[config.mk]
export PLATFORM = sky130hd
export DESIGN_NAME = rvlab_shift_sched
export DESIGN_NICKNAME = d
export VERILOG_FILES = /design/src/rtl/rvlab_shift_sched.sv
export SDC_FILE = /design/constraint.sdc
export NUM_CORES = 1
export LEC_CHECK = 0
export ABC_CLOCK_PERIOD_IN_PS = 5350
export CAP_MARGIN = 40
export CORE_UTILIZATION = 35
export CTS_CLUSTER_SIZE = 20
export DETAILED_ROUTE_END_ITERATION = 8
export PLACE_DENSITY = 0.68
export SKIP_CTS_REPAIR_TIMING = 1
export SYNTH_ARGS = -nofsm -noshare
export SYNTH_HDL_FRONTEND = slang
export SYNTH_SLANG_ARGS = --single-unit
[constraint.sdc]
create_clock -name clk_i -period 5.35 [get_ports clk_i]
set_input_delay 0.535 -clock clk_i [delete_from_list [all_inputs] [get_ports clk_i]]
set_output_delay 0.535 -clock clk_i [all_outputs]
set_load 0.005 [all_outputs]
[src/rtl/rvlab_shift_sched.sv]
// Round-robin scheduler sharing one iterative shifter (up to STEP bits/cycle) among NREQ requesters.
// Optional rotate support is enabled by defining RVLAB_SHIFT_SCHED_ROTATE_EN.
module rvlab_shift_sched #(
    parameter int unsigned NREQ = 4,
    parameter int unsigned W    = 32,
    parameter int unsigned STEP = 4
) (
    input  logic                        clk_i,
    input  logic                        rst_ni,
    input  logic [NREQ-1:0]             req_valid_i,
    output logic [NREQ-1:0]             req_ready_o,
    input  logic [NREQ*W-1:0]           req_data_i,
    input  logic [NREQ*$clog2(W)-1:0]   req_amt_i,
    input  logic [NREQ-1:0]             req_dir_i,
`ifdef RVLAB_SHIFT_SCHED_ROTATE_EN
    input  logic [NREQ-1:0]             req_rot_i,
`endif
    output logic                        rsp_valid_o,
    input  logic                        rsp_ready_i,
    output logic [W-1:0]                rsp_data_o,
    output logic [$clog2(NREQ)-1:0]     rsp_id_o,
    output logic                        busy_o
);

    localparam int unsigned AW = $clog2(W);
    localparam int unsigned IW = $clog2(NREQ);
    localparam int unsigned SW = $clog2(W + 1);

    localparam logic [1:0] S_IDLE  = 2'd0;
    localparam logic [1:0] S_SHIFT = 2'd1;
    localparam logic [1:0] S_RESP  = 2'd2;

    logic [1:0]      r_state;
    logic [1:0]      w_state_nxt;
    logic [IW-1:0]   r_rr;
    logic [IW-1:0]   r_id;
    logic [W-1:0]    r_acc;
    logic [AW-1:0]   r_rem;
    logic            r_dir;
    logic            r_rsp_valid;
    logic            r_busy;

    logic            w_found;
    logic            w_accept;
    logic [IW-1:0]   w_scan;
    logic [IW-1:0]   w_gnt_id;
    logic [W-1:0]    w_sel_data;
    logic [AW-1:0]   w_sel_amt;
    logic            w_sel_dir;
    logic [SW-1:0]   w_step;
    logic [W-1:0]    w_acc_nxt;

`ifdef RVLAB_SHIFT_SCHED_ROTATE_EN
    logic            r_rot;
    logic            w_sel_rot;
    logic [W-1:0]    w_rot_r;
    logic [W-1:0]    w_rot_l;
`endif

    // Round-robin scan starting one past the last winner, with wrap.
    always_comb begin
        w_found  = 1'b0;
        w_gnt_id = '0;
        w_scan   = r_rr;
        for (int k = 0; k < int'(NREQ); k++) begin
            w_scan = (w_scan == IW'(NREQ - 1)) ? '0 : w_scan + IW'(1);
            if (!w_found && req_valid_i[w_scan]) begin
                w_found  = 1'b1;
                w_gnt_id = w_scan;
            end
        end
    end

    assign w_accept    = (r_state == S_IDLE) && w_found;
    assign req_ready_o = w_accept ? (NREQ'(1) << w_gnt_id) : '0;

    // Operand mux for the granted requester.
    always_comb begin
        w_sel_data = '0;
        w_sel_amt  = '0;
        w_sel_dir  = 1'b0;
`ifdef RVLAB_SHIFT_SCHED_ROTATE_EN
        w_sel_rot  = 1'b0;
`endif
        for (int i = 0; i < int'(NREQ); i++) begin
            if (w_gnt_id == IW'(i)) begin
                w_sel_data = req_data_i[i*W +: W];
                w_sel_amt  = req_amt_i[i*AW +: AW];
                w_sel_dir  = req_dir_i[i];
`ifdef RVLAB_SHIFT_SCHED_ROTATE_EN
                w_sel_rot  = req_rot_i[i];
`endif
            end
        end
    end

    assign w_step = (SW'(r_rem) < SW'(STEP)) ? SW'(r_rem) : SW'(STEP);

`ifdef RVLAB_SHIFT_SCHED_ROTATE_EN
    assign w_rot_r = W'({r_acc, r_acc} >> w_step);
    assign w_rot_l = W'(({r_acc, r_acc} << w_step) >> W);
`endif

    always_comb begin
        w_acc_nxt = r_dir ? (r_acc >> w_step) : (r_acc << w_step);
`ifdef RVLAB_SHIFT_SCHED_ROTATE_EN
        if (r_rot) begin
            w_acc_nxt = r_dir ? w_rot_r : w_rot_l;
        end
`endif
    end

    // Next-state logic.
    always_comb begin
        w_state_nxt = r_state;
        unique case (r_state)
            S_IDLE: begin
                if (w_accept) begin
                    w_state_nxt = (w_sel_amt == '0) ? S_RESP : S_SHIFT;
                end
            end
            S_SHIFT: begin
                if (r_rem == AW'(w_step)) begin
                    w_state_nxt = S_RESP;
                end
            end
            S_RESP: begin
                if (rsp_ready_i) begin
                    w_state_nxt = S_IDLE;
                end
            end
            default: w_state_nxt = S_IDLE;
        endcase
    end

    always_ff @(posedge clk_i or negedge rst_ni) begin
        if (!rst_ni) begin
            r_state <= S_IDLE;
        end else begin
            r_state <= w_state_nxt;
        end
    end

    // Job capture, iterative shift and registered response flags.
    always_ff @(posedge clk_i or negedge rst_ni) begin
        if (!rst_ni) begin
            r_rr        <= IW'(NREQ - 1);
            r_id        <= '0;
            r_acc       <= '0;
            r_rem       <= '0;
            r_dir       <= 1'b0;
            r_rsp_valid <= 1'b0;
            r_busy      <= 1'b0;
`ifdef RVLAB_SHIFT_SCHED_ROTATE_EN
            r_rot       <= 1'b0;
`endif
        end else begin
            r_rsp_valid <= (w_state_nxt == S_RESP);
            r_busy      <= (w_state_nxt != S_IDLE);
            if (w_accept) begin
                r_acc <= w_sel_data;
                r_rem <= w_sel_amt;
                r_dir <= w_sel_dir;
                r_id  <= w_gnt_id;
                r_rr  <= w_gnt_id;
`ifdef RVLAB_SHIFT_SCHED_ROTATE_EN
                r_rot <= w_sel_rot;
`endif
            end else if (r_state == S_SHIFT) begin
                r_acc <= w_acc_nxt;
                r_rem <= r_rem - AW'(w_step);
            end
        end
    end

    assign rsp_valid_o = r_rsp_valid;
    assign rsp_data_o  = r_acc;
    assign rsp_id_o    = r_id;
    assign busy_o      = r_busy;

endmodule

## Yosys cells after proc, flatten, opt, wreduce, memory -nomap -nowiden

Index checks and enable logic that the tools add are counted.
Widths: inputs -> output; s select.

- Register bits: 46
- Word-level logic and storage cells: 88
- Bits of input ports: 159
- Output and inout bits: 40

- Equal/unequal tests: 11
- Mux-type cells: 44
- Add/sub/neg operators: 5
- $lt $le $gt $ge: 5
- Reductions and logical operators: 12
- Shift-type cells: 3

Operator list:

| cell | count |
|---|---|
| $mux 32 | 7 |
| $mux 5 | 7 |
| $shl 32x5->32 | 1 |
| $shr 32x5->32 | 1 |
| $mux 2 | 12 |
| $eq 2x2->1 const B | 8 |
| $lt 2x3->1 const B | 4 |
| $mux 1 | 12 |
| $add 2x1->2 const B | 4 |
| $bmux 1 s2 | 4 |
| $pmux 2 s3 | 1 |
| $eq 5x5->1 | 1 |
| $logic_not 5->1 | 1 |
| $lt 5x3->1 const B | 1 |
| $sub 5x5->5 | 1 |
| $eq 2x1->1 const B | 2 |
| $logic_and 1x1->1 | 4 |
| $logic_not 2->1 | 2 |
| $mux 4 | 1 |
| $reduce_bool 2->1 | 2 |
| $shl 1x2->4 const A | 1 |
| $logic_not 1->1 | 3 |

## Depth between registers and ports, before layout

- Word-level depth: 24
- Mapped depth: 11
- Mapped depth without buffers: 8

## Worst setup path after synthesis

Ideal clock, no wire load.

- Path type: register to register
- Start: register r_rr[0]
- End: register r_acc[9] (netlist: rsp_data_o[9])
- Cell stages (with the launch flop): 9
- Required time: 5.227 ns
- Slack: 2.964 ns
- Path buffers: 1
- Clock period less this slack: 2.386 ns
- Arrival: 2.264 ns
- Setup time: 0.123 ns
- Cells stage by stage: dfstp_2 > ha_1 > or3b_1 > o311ai_2 > nor2_4 > buf_6 > mux4_2 > a221oi_2 > nor2_1

- Longest elaborated chain between the ends: 20
- Elaborated cells on any way between the ends: 45
- Those cells by class: add/sub: 4; eq/ne: 7; mux: 25; reduce/logical: 9

Ends and longest elaborated chain:

| element | line | text |
|---|---|---|
| start, declared | 35 | `logic [IW-1:0] r_rr;` |
| start signal, assigned | 147 | `r_rr <= IW'(NREQ - 1);` |
| start signal, assigned | 165 | `r_rr <= w_gnt_id;` |
| $add 2x1->2 or $eq 2x2->1 (tied branches) | 66 | `w_scan = (w_scan == IW'(NREQ - 1)) ? '0 : w_scan + IW'(1);` |
| $mux 2 (*) | 66 |  |
| branches (longest 18 deep; another with $add 2x1->2) | - |  |
| end signal, assigned | 161 | `r_acc <= w_sel_data;` |
| end signal, assigned | 170 | `r_acc <= w_acc_nxt;` |
| end, declared | 37 | `logic [W-1:0] r_acc;` |

Mark *: on every way between the ends. The select of a mux whose other input is x is not followed.
A chain may end at the register's enable or synchronous reset.

## Worst setup path after layout

- Start: input port req_valid_i[1]
- End: output port req_ready_o[1]

- Longest elaborated chain between the ends: 14
- Elaborated cells on any way between the ends: 25
- Those cells by class: shift: 1; mux: 17; reduce/logical: 7

Ends and longest elaborated chain:

| element | line | text |
|---|---|---|
| start, declared | 10 | `input logic [NREQ-1:0] req_valid_i,` |
| $bmux 1 s2 | 67 | `if (!w_found && req_valid_i[w_scan]) begin` |
| $mux 1 (implied by the code) | 67 |  |
| $mux 1 | 67 |  |
| $logic_not 1->1 | 67 |  |
| $logic_and 1x1->1 | 67 |  |
| $mux 1 | 67 |  |
| $logic_not 1->1 | 67 |  |
| $logic_and 1x1->1 | 67 |  |
| $mux 1 | 67 |  |
| $logic_not 1->1 | 67 |  |
| $logic_and 1x1->1 | 67 |  |
| $mux 2 or $mux 1 (tied branches) | 67 |  |
| $shl 1x2->4 or $logic_and 1x1->1 (tied branches) | 75, 74 |  |
| $mux 4 (*) | 75 | `assign req_ready_o = w_accept ? (NREQ'(1) << w_gnt_id) : '0;` |
| end, declared | 11 | `output logic [NREQ-1:0] req_ready_o,` |

Every way passes the cells marked *; elsewhere a longest branch is shown, timed or not. The select of a mux whose other input is x is not followed.

==> PnR_summary.wiki <==
{| class="wikitable"
! Metric !! Value
|-
| Status || finished clean
|-
| Synthesized Nets || 760
|-
| Compound-Gate Fraction of Synth Area || 19.1%
|-
| Simple logic cell fraction of the synthesized area || 14.5%
|-
| Proportion of synthesized chip area in sequential cells || 20.5%
|-
| Final Hold Violating Endpoints || 0
|-
| Clock transition at the registers of the reported paths || 0.07 ns
|-
| Site row count || 45
|-
| Number of cells produced by synthesis || 599
|-
| Slew Viols, Final || 0
|-
| Path type of the worst min-delay path || input pin to async pin
|-
| Mean cell area of the mapped netlist || 9.39 um^2
|-
| Maximum number of pins on one net before global-route repair || 69
|-
| Cell area power density || 633 nW/um^2
|-
| Antenna cell count || 0
|-
| Clock sink count || 46
|-
| Leading register cell type out of synthesis || sky130_fd_sc_hd__dfrtp_1
|-
| Element type at the critical path start || input pin
|-
| I/O pin total || 199
|-
| Arrival @ worst endpoint || 2.87 ns
|-
| Main combinational cell family by area after synthesis || multiplexers
|-
| Number of global-route vias before repair || 5929
|-
| Final setup TNS || 0 ns
|-
| Initial Utilization || 36.4%
|-
| Net total in the final layout || 909
|-
| Die area || 16600 um^2
|-
| Total congestion overflow || 0
|-
| Final Routed Wirelength || between 20 and 25 mm
|-
| Post-route ant nets || 0
|-
| Core Footprint || 15400 um^2
|-
| Fraction of layout cells with a size suffix above 1 || roughly 18%
|-
| Seq cells post-synth || 46
|-
| Clock root buffer || sky130_fd_sc_hd__clkbuf_16
|-
| First-pass GRT wire length || ~32 mm
|-
| Clock H-tree levels || 2
|-
| Combined global-route utilization of all metal layers || 25.0%
|-
| Adder and majority gate portion of the synthesized area || 0.445%
|-
| Area fraction of the dominant cell type after synthesis || 26.0%
|-
| Routed length per placed instance || 21.3 um
|-
| Yosys warnings || 0
|-
| PnR worst setup slack || 1.95 ns
|-
| Clock latency of the later-clocked register in the worst-skew pair || about 0.29 ns
|-
| Post-Synth XOR/XNOR Area || 0%
|-
| Leading area contributor after synthesis || sky130_fd_sc_hd__mux4_2
|-
| Residual DRC || 0
|-
| Number of antenna violations at the first check in global routing || 0
|-
| Post-synthesis mux area share || 38.6%
|-
| Critical path peak fanout || 50
|-
| Netlist area before placement || 5620 um^2
|-
| Min cycle time layout || 3.40 ns
|-
| Yosys cell types || 60
|-
| Number of buffers inserted during clock tree synthesis || 5
|-
| Die boundary height || between 100 and 150 um
|-
| Most numerous cell in the Yosys netlist || sky130_fd_sc_hd__nand2_1
|-
| Max Cap Violations || 0
|-
| Critical path class || input pin to output pin
|-
| DP HPWL || between 10 and 15 mm
|-
| Worst slew pin tran || 0.942 ns
|-
| Final hold slack || 0.350 ns
|-
| Async SR Flop Fraction || 100%
|-
| Unrepaired setup endpoints after global routing || no
|-
| Fmax achieved || 294 MHz
|-
| Category of the worst setup path capture point || output pin
|-
| Worst IR Drop VDD || between 600 and 700 uV
|-
| Most instantiated cells after synthesis || sky130_fd_sc_hd__nand2_1 (86), sky130_fd_sc_hd__mux4_2 (65), sky130_fd_sc_hd__mux2i_1 (47)
|-
| Area growth from synthesis to final layout || 40.2%
|-
| Final core area utilization || between 50% and 60%
|-
| Most area-consuming cells after synthesis || sky130_fd_sc_hd__mux4_2 (26%), sky130_fd_sc_hd__dfrtp_1 (20%), sky130_fd_sc_hd__mux2i_1 (8.4%), sky130_fd_sc_hd__nand2_1 (5.7%), sky130_fd_sc_hd__mux2_2 (4.2%)
|-
| Die Wd || 129 um
|-
| Final setup violation count || 0
|-
| First-pass detailed-route iteration total || 6
|-
| LEAKAGE || approximately 2.9 nW
|-
| Ratio of routed vias to standard cells || around 6.3
|-
| Max Root-Sink Buffers || 2
|-
| Clock tree from TritonCTS || done
|-
| Worst max-slew margin expressed relative to the limit || 37.2%
|-
| Post-placement worst setup slack || 1.98 ns
|-
| Clock Skew || 0.00846 ns
|-
| Initial DRC count || 748
|-
| Crit path required time || 4.82 ns
|-
| Port Buf Inserts || 198
|-
| Routed via count || approximately 6000
|-
| Global placement routability congestion || 0.855
|-
| Number of enable-type register cells in the synthesized netlist || 0
|-
| Post-route fraction of the period consumed by the critical path || 63.6%
|}
==> per-stage QoR <==
stage / area (um^2) / instances / power, W
after floorplan: 5620 / 599 / 0.00345
after global placement: 7640 / 946 / 0.00443
after detailed placement: 7730 / 952 / 0.00459
after CTS: 7880 / 960 / 0.00495
after global routing: 7880 / 960 / 0.00532
final: 7880 / 960 / 0.00498
==> path summary, 6_finish.rpt <==
check,slack [ns],start,cells past startpoint,end
max in group asynchronous,4.53,rst_ni,2,r_rem[1]
worst max register to register,2.37,r_rr[0],8,rsp_data_o[20]
min in group clk_i,0.47,r_rr[1],2,r_rr[1]
worst min register to register,0.47,r_rr[1],2,r_rr[1]
worst min-delay path,0.35,rst_ni,2,rsp_data_o[27]
worst max-delay path,1.95,req_valid_i[1],7,req_ready_o[1]
==> registers in the layout (all words and copies together) (netlist names) <==
signal / flops
rsp_data_o: 32
rsp_id_o: 2
r_rem: 5
r_state: 2
r_rr: 2
r_dir: 1
busy_o: 1
rsp_valid_o: 1
==> routing by layer <==
| metal | vias up | global-route usage [%] | part of all wire, % |
|---|---|---|---|
| li1 | 2639 | - | - |
| met3 | 38 | 5.36 | 9.8 |
| met1 | 2940 | 33.2 | 40 |
| met2 | 402 | 41.0 | 49 |
| met5 | - | 0 | 0 |
| met4 | 0 | 7.27 | 2.1 |
==> worst max-delay path, stage by stage <==
cell	delay, ns
sky130_fd_sc_hd__clkdlybuf4s50_1	0.58
sky130_fd_sc_hd__or3b_1	0.37
sky130_fd_sc_hd__a21oi_1	0.24
sky130_fd_sc_hd__nor3_2	0.06
sky130_fd_sc_hd__buf_4	0.37
sky130_fd_sc_hd__nor2_1	0.19
sky130_fd_sc_hd__clkdlybuf4s50_1	0.52
==> cells by family after synthesis <==
logic type | Yosys count
buf+inv | 80
compound gates | 157
flops | 46
mux | 133
simple gates | 180
fa+ha+maj | 2
other cells | 1
==> cells in the final DEF, fill, tap and decap left out, types with 6 or more instances in the layout <==
master                            count
sky130_fd_sc_hd__nor2_1              40
sky130_fd_sc_hd__nand2_1             86
sky130_fd_sc_hd__mux4_2              65
sky130_fd_sc_hd__mux2_2              21
sky130_fd_sc_hd__clkdlybuf4s50_1    197
sky130_fd_sc_hd__a221oi_1             7
sky130_fd_sc_hd__a31oi_1             21
sky130_fd_sc_hd__a211oi_1             7
sky130_fd_sc_hd__dfrtp_1             42
sky130_fd_sc_hd__nor2b_1              8
sky130_fd_sc_hd__a22oi_1             10
sky130_fd_sc_hd__o22a_1               6
sky130_fd_sc_hd__o21ai_0             20
sky130_fd_sc_hd__o22ai_1              7
sky130_fd_sc_hd__mux2i_1             47
sky130_fd_sc_hd__nand3_1             11
sky130_fd_sc_hd__buf_4               17
sky130_fd_sc_hd__a21oi_1             39
==> layout make-up <==
class / instances / area (um^2)
timing repair buffer: 219 / 2170
sequential: 46 / 1160
clock buffer: 7 / 143
fill: 1396 / 7550
multi-input combinational: 473 / 4120
clock inverter: 1 / 8.76
inverter: 3 / 11.3
tap: 211 / 264
==> where the power goes <==
group	internal (W)	switching, W	total (W)
combinational	0.00189	0.00175	0.00363
clock	0.000189	0.000152	0.000341
sequential	0.000539	0.000472	0.00101
Power figures use the tool's default switching activity.
